`config.mk`:
```
export PLATFORM = sky130hd
export DESIGN_NAME = div_share_ctrl
export DESIGN_NICKNAME = d
export VERILOG_FILES = /design/src/rtl/div_share_ctrl.sv
export SDC_FILE = /design/constraint.sdc
export NUM_CORES = 1
export LEC_CHECK = 0
export CORE_MARGIN = 10
export CORE_UTILIZATION = 37
export DETAILED_ROUTE_END_ITERATION = 10
export GPL_ROUTABILITY_DRIVEN = 0
export PLACE_DENSITY = 0.81
export SYNTH_ARGS = -nofsm -noshare
export SYNTH_HDL_FRONTEND = slang
export SYNTH_SLANG_ARGS = --single-unit
export TNS_END_PERCENT = 30
```
`constraint.sdc`:
```
create_clock -name clk -period 3.9 [get_ports clk]
set_clock_uncertainty 0.15 [all_clocks]
set_input_delay 0.975 -clock clk [delete_from_list [all_inputs] [get_ports clk]]
set_output_delay 0.975 -clock clk [all_outputs]
set_load 0.01 [all_outputs]
```
`src/rtl/div_share_ctrl.sv`:
```
// Arbitrates NREQ requesters onto one external combinational divider.
// Zero divisors are answered locally. The divider output is sampled after DIV_LAT cycles.
module div_share_ctrl #(
  parameter int unsigned NREQ    = 3,
  parameter int unsigned W       = 24,
  parameter int unsigned DIV_LAT = 2
) (
  input  logic            clk,
  input  logic            rst_n,
  input  logic [NREQ-1:0] req_valid,
  output logic [NREQ-1:0] req_ready,
  input  logic [NREQ*W-1:0] req_dividend,
  input  logic [NREQ*W-1:0] req_divisor,
  output logic [W-1:0]    div_dividend,
  output logic [W-1:0]    div_divisor,
  input  logic [W-1:0]    div_quotient,
  input  logic [W-1:0]    div_remainder,
  output logic            rsp_valid,
  input  logic            rsp_ready,
  output logic [1:0]      rsp_id,
  output logic [W-1:0]    rsp_quotient,
  output logic [W-1:0]    rsp_remainder,
  output logic            rsp_divzero,
  output logic            busy,
  output logic [7:0]      divzero_cnt
);

  localparam int unsigned PW = 2;
  localparam int unsigned CW = (DIV_LAT > 1) ? $clog2(DIV_LAT) : 1;

  typedef enum logic [1:0] {
    S_IDLE = 2'd0,
    S_WAIT = 2'd1,
    S_RESP = 2'd2
  } state_t;

  state_t          state_q;
  state_t          state_d;
  logic [PW-1:0]   ptr_q;
  logic [CW-1:0]   cnt_q;
  logic [W-1:0]    op_dividend_q;
  logic [W-1:0]    op_divisor_q;

  logic            gnt_found;
  logic [PW-1:0]   gnt_idx;
  logic [PW-1:0]   scan_idx;
  logic [W-1:0]    sel_dividend;
  logic [W-1:0]    sel_divisor;
  logic            accept;
  logic            zero_op;
  logic            capture;

  // Round-robin scan: first valid requester at or after ptr, wrapping.
  always_comb begin
    gnt_found = 1'b0;
    gnt_idx   = '0;
    scan_idx  = '0;
    for (int unsigned k = 0; k < NREQ; k++) begin
      scan_idx = PW'((32'(ptr_q) + k) % NREQ);
      if (!gnt_found && req_valid[scan_idx]) begin
        gnt_found = 1'b1;
        gnt_idx   = scan_idx;
      end
    end
  end

  always_comb begin
    sel_dividend = req_dividend[32'(gnt_idx) * W +: W];
    sel_divisor  = req_divisor[32'(gnt_idx) * W +: W];
  end

  // Ready is offered only to the winner and only while idle and out of reset.
  always_comb begin
    req_ready = '0;
    if (rst_n && (state_q == S_IDLE) && gnt_found) begin
      req_ready[gnt_idx] = 1'b1;
    end
  end

  always_ff @(posedge clk or negedge rst_n) begin
    if (!rst_n) begin
      state_q <= S_IDLE;
    end else begin
      state_q <= state_d;
    end
  end

  always_comb begin
    state_d = state_q;
    accept  = 1'b0;
    zero_op = 1'b0;
    capture = 1'b0;
    case (state_q)
      S_IDLE: begin
        if (gnt_found) begin
          accept = 1'b1;
          if (sel_divisor == '0) begin
            zero_op = 1'b1;
            state_d = S_RESP;
          end else begin
            state_d = S_WAIT;
          end
        end
      end
      S_WAIT: begin
        if (cnt_q == '0) begin
          capture = 1'b1;
          state_d = S_RESP;
        end
      end
      S_RESP: begin
        if (rsp_ready) begin
          state_d = S_IDLE;
        end
      end
      default: state_d = S_IDLE;
    endcase
  end

  // Operand latch, pointer advance and settle counter.
  always_ff @(posedge clk or negedge rst_n) begin
    if (!rst_n) begin
      ptr_q         <= '0;
      cnt_q         <= '0;
      op_dividend_q <= '0;
      op_divisor_q  <= '0;
      rsp_id        <= '0;
    end else begin
      if (accept) begin
        op_dividend_q <= sel_dividend;
        op_divisor_q  <= sel_divisor;
        rsp_id        <= gnt_idx;
        ptr_q         <= (gnt_idx == PW'(NREQ - 1)) ? '0 : PW'(gnt_idx + PW'(1));
        if (!zero_op) begin
          cnt_q <= CW'(DIV_LAT - 1);
        end
      end else if ((state_q == S_WAIT) && (cnt_q != '0)) begin
        cnt_q <= CW'(cnt_q - CW'(1));
      end
    end
  end

  // Response capture; a zero divisor bypasses the divider entirely.
  always_ff @(posedge clk or negedge rst_n) begin
    if (!rst_n) begin
      rsp_valid     <= 1'b0;
      busy          <= 1'b0;
      rsp_quotient  <= '0;
      rsp_remainder <= '0;
      rsp_divzero   <= 1'b0;
      divzero_cnt   <= '0;
    end else begin
      rsp_valid <= (state_d == S_RESP);
      busy      <= (state_d != S_IDLE);
      if (zero_op) begin
        rsp_quotient  <= '1;
        rsp_remainder <= sel_dividend;
        rsp_divzero   <= 1'b1;
        if (divzero_cnt != 8'hFF) begin
          divzero_cnt <= 8'(divzero_cnt + 8'd1);
        end
      end else if (capture) begin
        rsp_quotient  <= div_quotient;
        rsp_remainder <= div_remainder;
        rsp_divzero   <= 1'b0;
      end
    end
  end

  assign div_dividend = op_dividend_q;
  assign div_divisor  = op_divisor_q;

endmodule

```
==> summary.txt <==
CP max FO: 5
Detailed placer's ending HPWL: 19.2 mm
Final Cycle Share: 98.6%
Relative max-transition margin: 54.8%
Setup slack after layout: 54.8 ps
Antenna-violating nets left: 0
MaxCap Viol Count: 0
Crit path time final: 3850 ps
Core ar.: 16700 um^2
Compound-gate portion of the synthesized area: 19.2%
DR WL/cell: 20.2 um
Initial Util: 38.0%
Initial antenna violation count: 1
Critical Path Source Type: flip-flop
Share of cells above drive strength 1: 14.4%
Synthesis-to-finish area growth: 72.0%
Setup CP Type: reg -> out
Adder-Cell Fraction of Synth Area: 0.987%
Layout Nets: 1208
Post-synthesis simple-gate area fraction: 13.2%
GR Util All Layers: 21.0%
Largest net degree at the start of global routing: 72
Max Freq: 0.260 GHz
Setup tns final: 0 ps
Drt drc: 0
Pleak: 4.78 nW
CTS Root Cell: clkbuf_16
Worst hold slack: 317 ps
Sink Count: 114
Die X: 151 um
VDD IR-drop max: 0.000506 V
DRT Pass-1 Iters: 5
Clock Path Buffers: 2
CP top delay family: simple AND/OR/NAND/NOR gates
CTS Buf Count: 17
Via Count: 6463
Grt ovf: 0
Most frequent cells in the layout: clkdlybuf4s50_1, dfrtp_1, mux2i_1
Post-synthesis sequential area ratio: 45.0%
Post-synthesis instance total: 648
Largest family of logic cells by synthesized area: compound AO/OA/AOI/OAI gates
Clock latency on the worst-skew pair: 410 ps
Port buffer count: 309
Via/cell ratio: 5.22
Die height: 151 um
DRT iter0 DRCs: 341
Vias in the first global route: 6723
Post-Layout Cell Count: 1238
Final Hold Fails: 0
Worst path cell trace: inv_2 -> ha_4 -> and3b_1 -> buf_4 -> o21bai_1 -> nor3_1 -> or3_4 -> nor2_4 -> and3_1 -> clkdlybuf4s15_2
Clock Pin Slew Worst Setup and Hold Paths: 50 ps
Total power: 0.00956 W
Inst Count DP: 1192
Commonest non-fill, non-tap cell in the layout: clkdlybuf4s50_1
Final Slew Violations: 0
Setup violations, final: 0
Syn_area_per_cell: 9.78 um^2
# rows: 47
Largest area contributor in the netlist: dfrtp_1
Power Density: 877 nW/um^2
CTS tree: built
Share of the synthesized area in the top cell type: 45.0%
Arrival @ worst endpoint: 2720 ps
Crit end category: primary output
Synth cell types: 48
WP data required: 2770 ps
Critical-path top delay cell: dfrtp_1
Number of synthesized register bits: 114
Mux share of post-synthesis cell area: 15.7%
H-tree depth: 4
Hold Crit Class: in -> async
Final WL: 25.0 mm
Post-place setup slack: -656 ps
Outcome: completed
Synth top area cells: dfrtp_1, mux2i_1, nand2_1
CTS Hold Bufs: 0
Area of the mapped netlist: 6340 um^2
XOR/XNOR share of the synthesized area: 0.691%
Worst-Margin Slew: 678 ps
Net Count, Synth: 851
Buf/Inv on CP: 3
Synth warn: 0
Global-route wire length before repair: 37.2 mm
Slowest stage delay, CP: 420 ps
Ports: 310
Die Area: 22800 um^2
worst paths after layout:
kind / start / to / slack, ps / cells after the start
worst max-delay path: ptr_q[0] / req_ready[1] / 50 / 10
worst min-delay path: rst_n / cnt_q / 320 / 1
worst max register to register: ptr_q[0] / rsp_remainder[9] / 120 / 15
worst min register to register: div_dividend[12] / div_dividend[12] / 320 / 1
max in group asynchronous: rst_n / rsp_remainder[6] / 1870 / 3
min in group clk: div_dividend[12] / div_dividend[12] / 320 / 1
cell families (layout without fill, tap and decap cells):
kind of cell    count (synthesis)  in the layout
xor+xnor                        5              5
buf+inv                        75            442
flops                         114            114
compound gates                171            173
simple gates                  180            180
other cells                     0              1
fa+ha+maj                       5              5
mux                            98             98
what timing repair did:
action,4_1_cts,5_1_grt
gates cloned,1,2
setup buffers,3,9
pin swaps,4,7
resized for setup,17,26
endpoints found under the setup margin,31,39
endpoints found under the hold margin,0,0
cell usage after synthesis (all sizes together):
master and number:
a211oi 1, a21o 18, a21oi 28, a221o 17
a22oi 19, a2bb2oi 1, a31oi 4, and2 18
and3 5, and3b 1, buf 19, clkbuf 32
dfrtp 114, ha 5, inv 24, mux2 8
mux2i 90, nand2 70, nand2b 3, nand3 8
nand3b 2, nand4 9, nor2 51, nor2b 4
nor3 4, nor3b 2, nor4 1, o211ai 19
o21ai 41, o21bai 1, o221a 1, o221ai 19
o22ai 1, o31ai 1, or2 1, or3 1
xnor2 5
cell type report:
| class | instances | area, um^2 |
|---|---|---|
| antenna | 1 | 2.50 |
| clock buffer | 21 | 460 |
| clock inverter | 10 | 134 |
| fill | 1361 | 5800 |
| inverter | 24 | 90.1 |
| multi-input combinational | 461 | 3320 |
| sequential | 114 | 2850 |
| tap | 220 | 275 |
| timing repair buffer | 387 | 3770 |
registers in the layout, indices dropped and copies added, names as in the netlist:
name	flops
rsp_valid	1
rsp_remainder	24
div_divisor	24
div_dividend	24
rsp_divzero	1
ptr_q	2
divzero_cnt	8
rsp_quotient	24
state_q	2
busy	1
cnt_q	1
rsp_id	2
through the flow:
stage	utilization (%)	cell area, um^2
after floorplan	-	6340
after global placement	60.2	10000
after detailed placement	60.2	10000
after CTS	64.2	10700
after global routing	65.3	10900
final	65.3	10900
per-layer routing:
metal,global-route usage (%),vias to the layer above,wire length (um)
li1,-,3059,-
met1,24.4,3064,9750
met2,34.5,287,11900
met3,7.79,53,2490
met4,8.52,0,852
met5,0,-,0
report_power, final:
part | internal [W] | switching (W)
sequential | 0.00175 | 0.000319
combinational | 0.00302 | 0.00289
clock | 0.00103 | 0.000550
total | 0.00580 | 0.00375
(Power assumes the default switching activity.)
